<file path="config.mk">
export PLATFORM = sky130hd
export DESIGN_NAME = grv_dispatch_ctrl
export DESIGN_NICKNAME = d
export VERILOG_FILES = /design/src/rtl/grv_dispatch_ctrl.sv
export SDC_FILE = /design/constraint.sdc
export NUM_CORES = 1
export LEC_CHECK = 0
export ABC_AREA = 1
export CAP_MARGIN = 25
export CORE_ASPECT_RATIO = 0.8
export CORE_MARGIN = 5
export CORE_UTILIZATION = 45
export DETAILED_ROUTE_END_ITERATION = 7
export PLACE_DENSITY = 0.7
export SLEW_MARGIN = 0
export SYNTH_ARGS = -nofsm -noshare
export SYNTH_HDL_FRONTEND = slang
export SYNTH_SLANG_ARGS = --single-unit
</file>
<file path="constraint.sdc">
create_clock -name clk -period 4.4 [get_ports clk]
set_clock_uncertainty 0.05 [all_clocks]
set_input_delay 0.66 -clock clk [delete_from_list [all_inputs] [get_ports clk]]
set_output_delay 0.66 -clock clk [all_outputs]
set_load 0.03 [all_outputs]
</file>
<file path="src/rtl/grv_dispatch_ctrl.sv">
// Gaussian sample dispatcher: warm-up discard, 8-entry pair FIFO, 2-consumer round-robin.
// Optional GRV_SIGMA_SCALE_EN adds per-consumer Q4.4 sigma scaling of out_data.
module grv_dispatch_ctrl (
    input  logic               clk,
    input  logic               reset,
    input  logic               flush,
    output logic               rng_enable,
    input  logic signed [15:0] rng_grv1,
    input  logic signed [15:0] rng_grv2,
    input  logic               rng_valid,
    input  logic [1:0]         req,
`ifdef GRV_SIGMA_SCALE_EN
    input  logic [7:0]         sigma0,
    input  logic [7:0]         sigma1,
`endif
    output logic [1:0]         out_grant,
    output logic signed [15:0] out_data,
    output logic [3:0]         fifo_level,
    output logic               overflow
);

    localparam logic [0:0] WARMUP = 1'b0;
    localparam logic [0:0] RUN    = 1'b1;

    logic [0:0]       state, state_nxt;
    logic [1:0]       wcnt, wcnt_nxt;
    logic [7:0][15:0] mem;
    logic [2:0]       rd_ptr, wr_ptr;
    logic [3:0]       level_nxt;
    logic             rr_ptr, gsel;
    logic             run, pop, push, drop;
    logic signed [15:0] sample, disp;

    assign run    = (state == RUN);
    assign sample = $signed(mem[rd_ptr]);

    always_comb begin
        gsel = rr_ptr;
        if (!req[rr_ptr]) gsel = ~rr_ptr;
        // Pop and free-space decisions both use the pre-push, pre-pop level.
        pop  = run && (fifo_level != 4'd0) && (req != 2'b00) && !flush;
        push = run && rng_valid && (fifo_level <= 4'd6) && !flush;
        drop = run && rng_valid && (fifo_level > 4'd6) && !flush;
        level_nxt = fifo_level + {2'b00, push, 1'b0} - {3'b000, pop};
        if (flush) level_nxt = 4'd0;
        state_nxt = state;
        wcnt_nxt  = wcnt;
        if (flush) begin
            state_nxt = WARMUP;
            wcnt_nxt  = 2'd0;
        end else if (!run && rng_valid) begin
            wcnt_nxt = wcnt + 2'd1;
            if (wcnt == 2'd3) state_nxt = RUN;
        end
    end

`ifdef GRV_SIGMA_SCALE_EN
    logic [7:0]         sig;
    logic signed [24:0] prod, shf;
    always_comb begin
        sig  = gsel ? sigma1 : sigma0;
        prod = sample * $signed({1'b0, sig});
        shf  = prod >>> 4;
        if (shf > 25'sd32767)       disp = 16'sh7FFF;
        else if (shf < -25'sd32768) disp = 16'sh8000;
        else                        disp = shf[15:0];
    end
`else
    assign disp = sample;
`endif

    always_ff @(posedge clk) begin
        if (push) begin
            mem[wr_ptr]        <= rng_grv1;
            mem[wr_ptr + 3'd1] <= rng_grv2;
        end
    end

    always_ff @(posedge clk or posedge reset) begin
        if (reset) begin
            state      <= WARMUP;
            wcnt       <= 2'd0;
            fifo_level <= 4'd0;
            rd_ptr     <= 3'd0;
            wr_ptr     <= 3'd0;
            rng_enable <= 1'b0;
            out_grant  <= 2'b00;
            out_data   <= 16'sd0;
            overflow   <= 1'b0;
            rr_ptr     <= 1'b0;
        end else begin
            state      <= state_nxt;
            wcnt       <= wcnt_nxt;
            fifo_level <= level_nxt;
            rng_enable <= (state_nxt == WARMUP) || (level_nxt <= 4'd4);
            out_grant  <= pop ? (gsel ? 2'b10 : 2'b01) : 2'b00;
            if (pop) out_data <= disp;
            if (drop) overflow <= 1'b1;
            if (flush) begin
                rd_ptr <= 3'd0;
                wr_ptr <= 3'd0;
                rr_ptr <= 1'b0;
            end else begin
                if (pop)  rd_ptr <= rd_ptr + 3'd1;
                if (push) wr_ptr <= wr_ptr + 3'd2;
                // Next priority goes to the consumer after the one just served.
                if (pop)  rr_ptr <= ~gsel;
            end
        end
    end

endmodule

</file>
Yosys cells after proc, flatten, opt, wreduce, memory -nomap -nowiden
Index checks and enable logic that the tools add are counted.
{ "totals": {"latchBits": 0, "output_inout_bits": 24, "rom_bits": 0, "ram_bits": 0, "memories": 0, "wordCells": 81, "regBits": 162, "inputBits": 38} }
{ "op_classes": {"n_bitwise": 3, "div": 0, "n_lt_le_gt_ge": 9, "mul": 0, "mux": 25, "reduce_logical": 19, "n_addsub": 6, "shift": 0, "n_eq_ne": 1} }
{ "op_table": {"columns": ["operator", "n"], "rows": [
  ["$bwmux 128", 2],
  ["$demux 16 s3", 2],
  ["$bmux 16 s3", 1],
  ["$mux 16", 3],
  ["$lt 3x4->1 const B", 3],
  ["$mux 3", 4],
  ["$logic_and 1x1->1", 11],
  ["$le 4x3->1 const B", 2],
  ["$mux 1", 8],
  ["$mux 2", 4],
  ["$reduce_bool 2->1", 4],
  ["$add 3x1->3 const B", 2],
  ["$ge 3x1->1 const B", 2],
  ["$add 4x2->4", 1],
  ["$gt 4x3->1 const B", 1],
  ["$mux 4", 1],
  ["$reduce_bool 4->1", 1],
  ["$sub 4x1->4", 1],
  ["$add 3x2->3 const B", 1],
  ["$not 1->1", 3],
  ["$add 2x1->2 const B", 1],
  ["$eq 2x2->1 const B", 1],
  ["$logic_not 1->1", 2],
  ["$lt 1x2->1 const B", 1],
  ["$logic_or 1x1->1", 1]
]} }

Depth between registers and ports, before layout
{ "depth": {"depth_word": 8, "ltp_mapped": 15, "mapped_depth_nobuf": 15} }

Least setup slack after synthesis
Ideal clock, no wire load.
{ "synth_path": {"path_type": "register to register", "startpoint": "reg fifo_level[3]", "endpoint": "reg mem[0] (netlist bit) (enable)", "stages_incl_launch_ff": 8, "synth_period_minus_slack_ns": 3.108, "setup_slack_ns": 1.292, "n_path_buf": 0, "arrival_ns": 2.636, "path_cell_list": "dfrtp_1 > inv_1 > ha_1 > nand2_1 > nor2_1 > a21oi_2 > nand2_1 > nor2_1"} }
{ "synth_via": {"elab_chain_cells": 3} }
{ "synth_rtl": {"columns": ["element", "line", "source"], "rows": [
  ["start: declaration", "18", "output logic [3:0] fifo_level,"],
  ["start signal: assignment", "94", "fifo_level <= level_nxt;"],
  ["$le 4x3->1", "42", "push = run && rng_valid && (fifo_level <= 4'd6) && !flush;"],
  ["$logic_and 1x1->1 (2 in series)", "42", null],
  ["end signal: indexed assignment", "74", "mem[wr_ptr] <= rng_grv1;"],
  ["end signal: indexed assignment", "75", "mem[wr_ptr + 3'd1] <= rng_grv2;"],
  ["end: declaration", "27", "logic [7:0][15:0] mem;"]
]} }
No other way between the ends.
A chain may end at the register's enable or synchronous reset.

Final worst setup path
{ "layout_path": {"startpoint": "in flush", "endpoint": "reg rng_enable"} }
{ "layout_via": {"elab_chain_cells": 7, "word_cells_on_any_way": 10, "cone_classes": "2 x add/sub; 1 x order compare; 2 x mux; 1 x bitwise; 4 x reduce/logical"} }
{ "layout_rtl": {"columns": ["element", "line", "source"], "rows": [
  ["start: declaration", "6", "input logic flush,"],
  ["$logic_not 1->1", "41, 42", null],
  ["$logic_and 1x1->1", "42", null],
  ["$add 4x2->4", "44", "level_nxt = fifo_level + {2'b00, push, 1'b0} - {3'b000, pop};"],
  ["$sub 4x1->4", "44", null],
  ["$mux 4 (*)", "45", "if (flush) level_nxt = 4'd0;"],
  ["via level_nxt[2]", "29", "logic [3:0] level_nxt;"],
  ["$le 4x3->1 (*)", "95", "rng_enable <= (state_nxt == WARMUP) || (level_nxt <= 4'd4);"],
  ["$logic_or 1x1->1 (*)", "95", null],
  ["end signal: assignment", "95", null],
  ["end: declaration", "7", "output logic rng_enable,"]
]} }
Mark *: on every way through the listed nets, which the timed path passes. The rest lies on a longest branch.

==> out/qor.yml <==
dpl-instance-area_um2: 8800
core-area_um2: 17500
combPwrFrac_pct: 7.5
finalHoldViolCount: 0
numCtsBuffers: 17
ios: 62
drc: 0
end_kind: "register"
powerDensity_nw_per_um2: 371
cellLeakagePower_nw: 5.04
syn_area_um2: 8080
syn_nets: 997
first_global_vias: 5829
nets: 1048
grt_max_degree: 66
status: "finished clean"
grt_pass1_wl_mm: 30.3
criticalPathCategory: "in -> reg"
maxSlewViolCount: 0
internal-power_w: 0.00272
cts_resized: 0
post-cts-setup-buffer-count: 0
grt-ovfl-total: 0
drive_above_1_share_pct: 5.56
irDropWorstVdd_uv: 304
dieArea_um2: 20700
syn_inst: 943
path_max_fanout: 8
rsz0062_at_grt: "no"
critPathLaunchType: "input pin"
holdBufCountCts: 0
cts_root_buf: "clkbuf_16"
rows: 43
min_period_over_period_pct: 67.2
cts.htree.levels: 4
max_cap_violations: 0
p_seq_share_pct: 48.3
grt.total_usage_pct: 19.0
worstHoldPathType: "reg -> reg"
n_antenna_cell: 0
yosysWarnings: 0
ys_types: 25
switching_share_pct: 22.1
cts.clk_slew.worst_paths_ns: 0.06
setup_tns_ns: 0
antenna_left: 0
cts_tree: "done"
p_clk_share_pct: 44.1
fin_area_um2: 9420
drt_iter0_markers: 464
synth_top_area_cell: "edfxtp_1"
setup_viol: 0
use_met3_pct: 2.90
met2_usage_pct: 32.6
area_delta_synth_final_pct: 16.7
min_period_ns: 2.96
wirelength_mm: 18.9
ys_ff_latch: 161
tightest_slew_ns: 0.996
vias_per_cell: 4.74
dp.cells: 1200
arrival_ns: 3.21
regToRegSetupSlack_ns: 1.60
io_buffers: 61
gr-max-usage-layer: "met2"
routedWlPerCell_um: 15.3
dr.pass1.iters: 8
grt_antenna_before_repair: 0
final_cell_mix: "nand2_1 (338), inv_1 (246), edfxtp_1 (128)"
final_common_cell: "nand2_1"
die_x_um: 160
fmax_mhz: 338
avgSynthCellArea_um2: 8.57
cts_buffer_depth: 2
cp.required_ns: 4.65
start_util_pct: 46.2
insertion_delay_ns: 0.42
via_count: 5834
clock-sinks: 161
synth_top_area_share_pct: 47.6
die_h_um: 130
gp_congestion: 0.826
hpwl_mm: 11.7
yosys-top-cells-area: "edfxtp_1 (48%), nand2_1 (16%), inv_1 (11%)"
slew_headroom_pct: 33.6
seq_area_frac_synth_pct: 57.8
use_met1_pct: 24.3
p_switching_w: 0.000772
stdcell_count: 1232
-- per-layer routing --
metal / routed length [um] / part of all wire [%] / vias to the layer above
met1: 8170 / 43 / 2702
li1: - / - / 2910
met3: 1250 / 6.6 / 30
met2: 9070 / 48 / 192
met5: 0 / 0 / -
met4: 407 / 2.2 / 0
-- sequential cells by signal, indices dropped and copies added, names as in the netlist, 2 cells and up --
name,cells
mem,128
out_data,16
fifo_level,4
rd_ptr,3
out_grant,2
wcnt,2
wr_ptr,2
-- through the flow --
step | worst slack (ns) | power (W) | hold slack (ns) | util (%)
2_1_floorplan | 1.29 | 0.00185 | 0.452 | -
3_3_place_gp | 1.05 | 0.00198 | 0.422 | 50.2
3_5_place_dp | 1.02 | 0.00198 | 0.421 | 50.3
4_1_cts | 1.46 | 0.00351 | 0.438 | 53.9
5_1_grt | 1.27 | 0.00360 | 0.483 | 53.9
6_report | 1.44 | 0.00349 | 0.432 | 53.9
-- worst max-delay path: stages --
cell,delay (ns)
clkdlybuf4s50_1,0.59
nor2_1,0.29
nand2_1,0.29
ha_1,0.37
inv_1,0.04
ha_1,0.18
inv_1,0.06
fa_1,0.40
nor2_1,0.13
nand2_1,0.06
o21ai_0,0.07
nand2_1,0.06
-- power by group through the flow --
stage	Clock [W]	Combinational, W	Sequential (W)
2_1_floorplan	0	0.0000754	0.00177
3_3_place_gp	0	0.000261	0.00172
3_5_place_dp	0	0.000264	0.00172
4_1_cts	0.00155	0.000266	0.00169
5_1_grt	0.00162	0.000289	0.00169
6_report	0.00154	0.000263	0.00169
-- path summary, 6_finish.rpt --
check | from | to | depth (start not counted)
min reg2reg | out_data[5] | out_data[5] | 2
min | out_data[5] | out_data[5] | 2
max reg2reg | fifo_level[2] | rng_enable | 14
min in group asynchronous | reset | overflow | 2
max | flush | rng_enable | 12
max in group asynchronous | reset | out_data[11] | 3
-- synth_stat cells, drive strengths merged --
| cell | count |
|---|---|
| clkinv | 2 |
| a211oi | 1 |
| o21a | 1 |
| edfxtp | 128 |
| a21oi | 2 |
| o21bai | 1 |
| nand3 | 103 |
| o22ai | 1 |
| ha | 15 |
| dfrtp | 33 |
| fa | 1 |
| inv | 249 |
| nor2 | 18 |
| o21ai | 4 |
| buf | 36 |
| clkbuf | 8 |
| nand2 | 338 |
| xor2 | 2 |
-- cell type report --
class,instances,area (um2)
multi-input cells,487,2170
clock inverters,6,61.3
fillers,1549,8060
inverters,251,943
flip-flops and latches,161,4670
clock buffers,26,564
well taps,225,282
repair buffers,76,736
-- kinds of logic after synthesis --
family	after synthesis	share of synthesized area (%)
AOI/OAI and AO/OA	10	0.775
adders and majority gates	16	2.57
DFF	161	57.8
and+or+nand+nor	459	23.0
buffers and inverters	295	15.6
xor gates and xnor gates	2	0.217
Power figures use the tool's default switching activity.
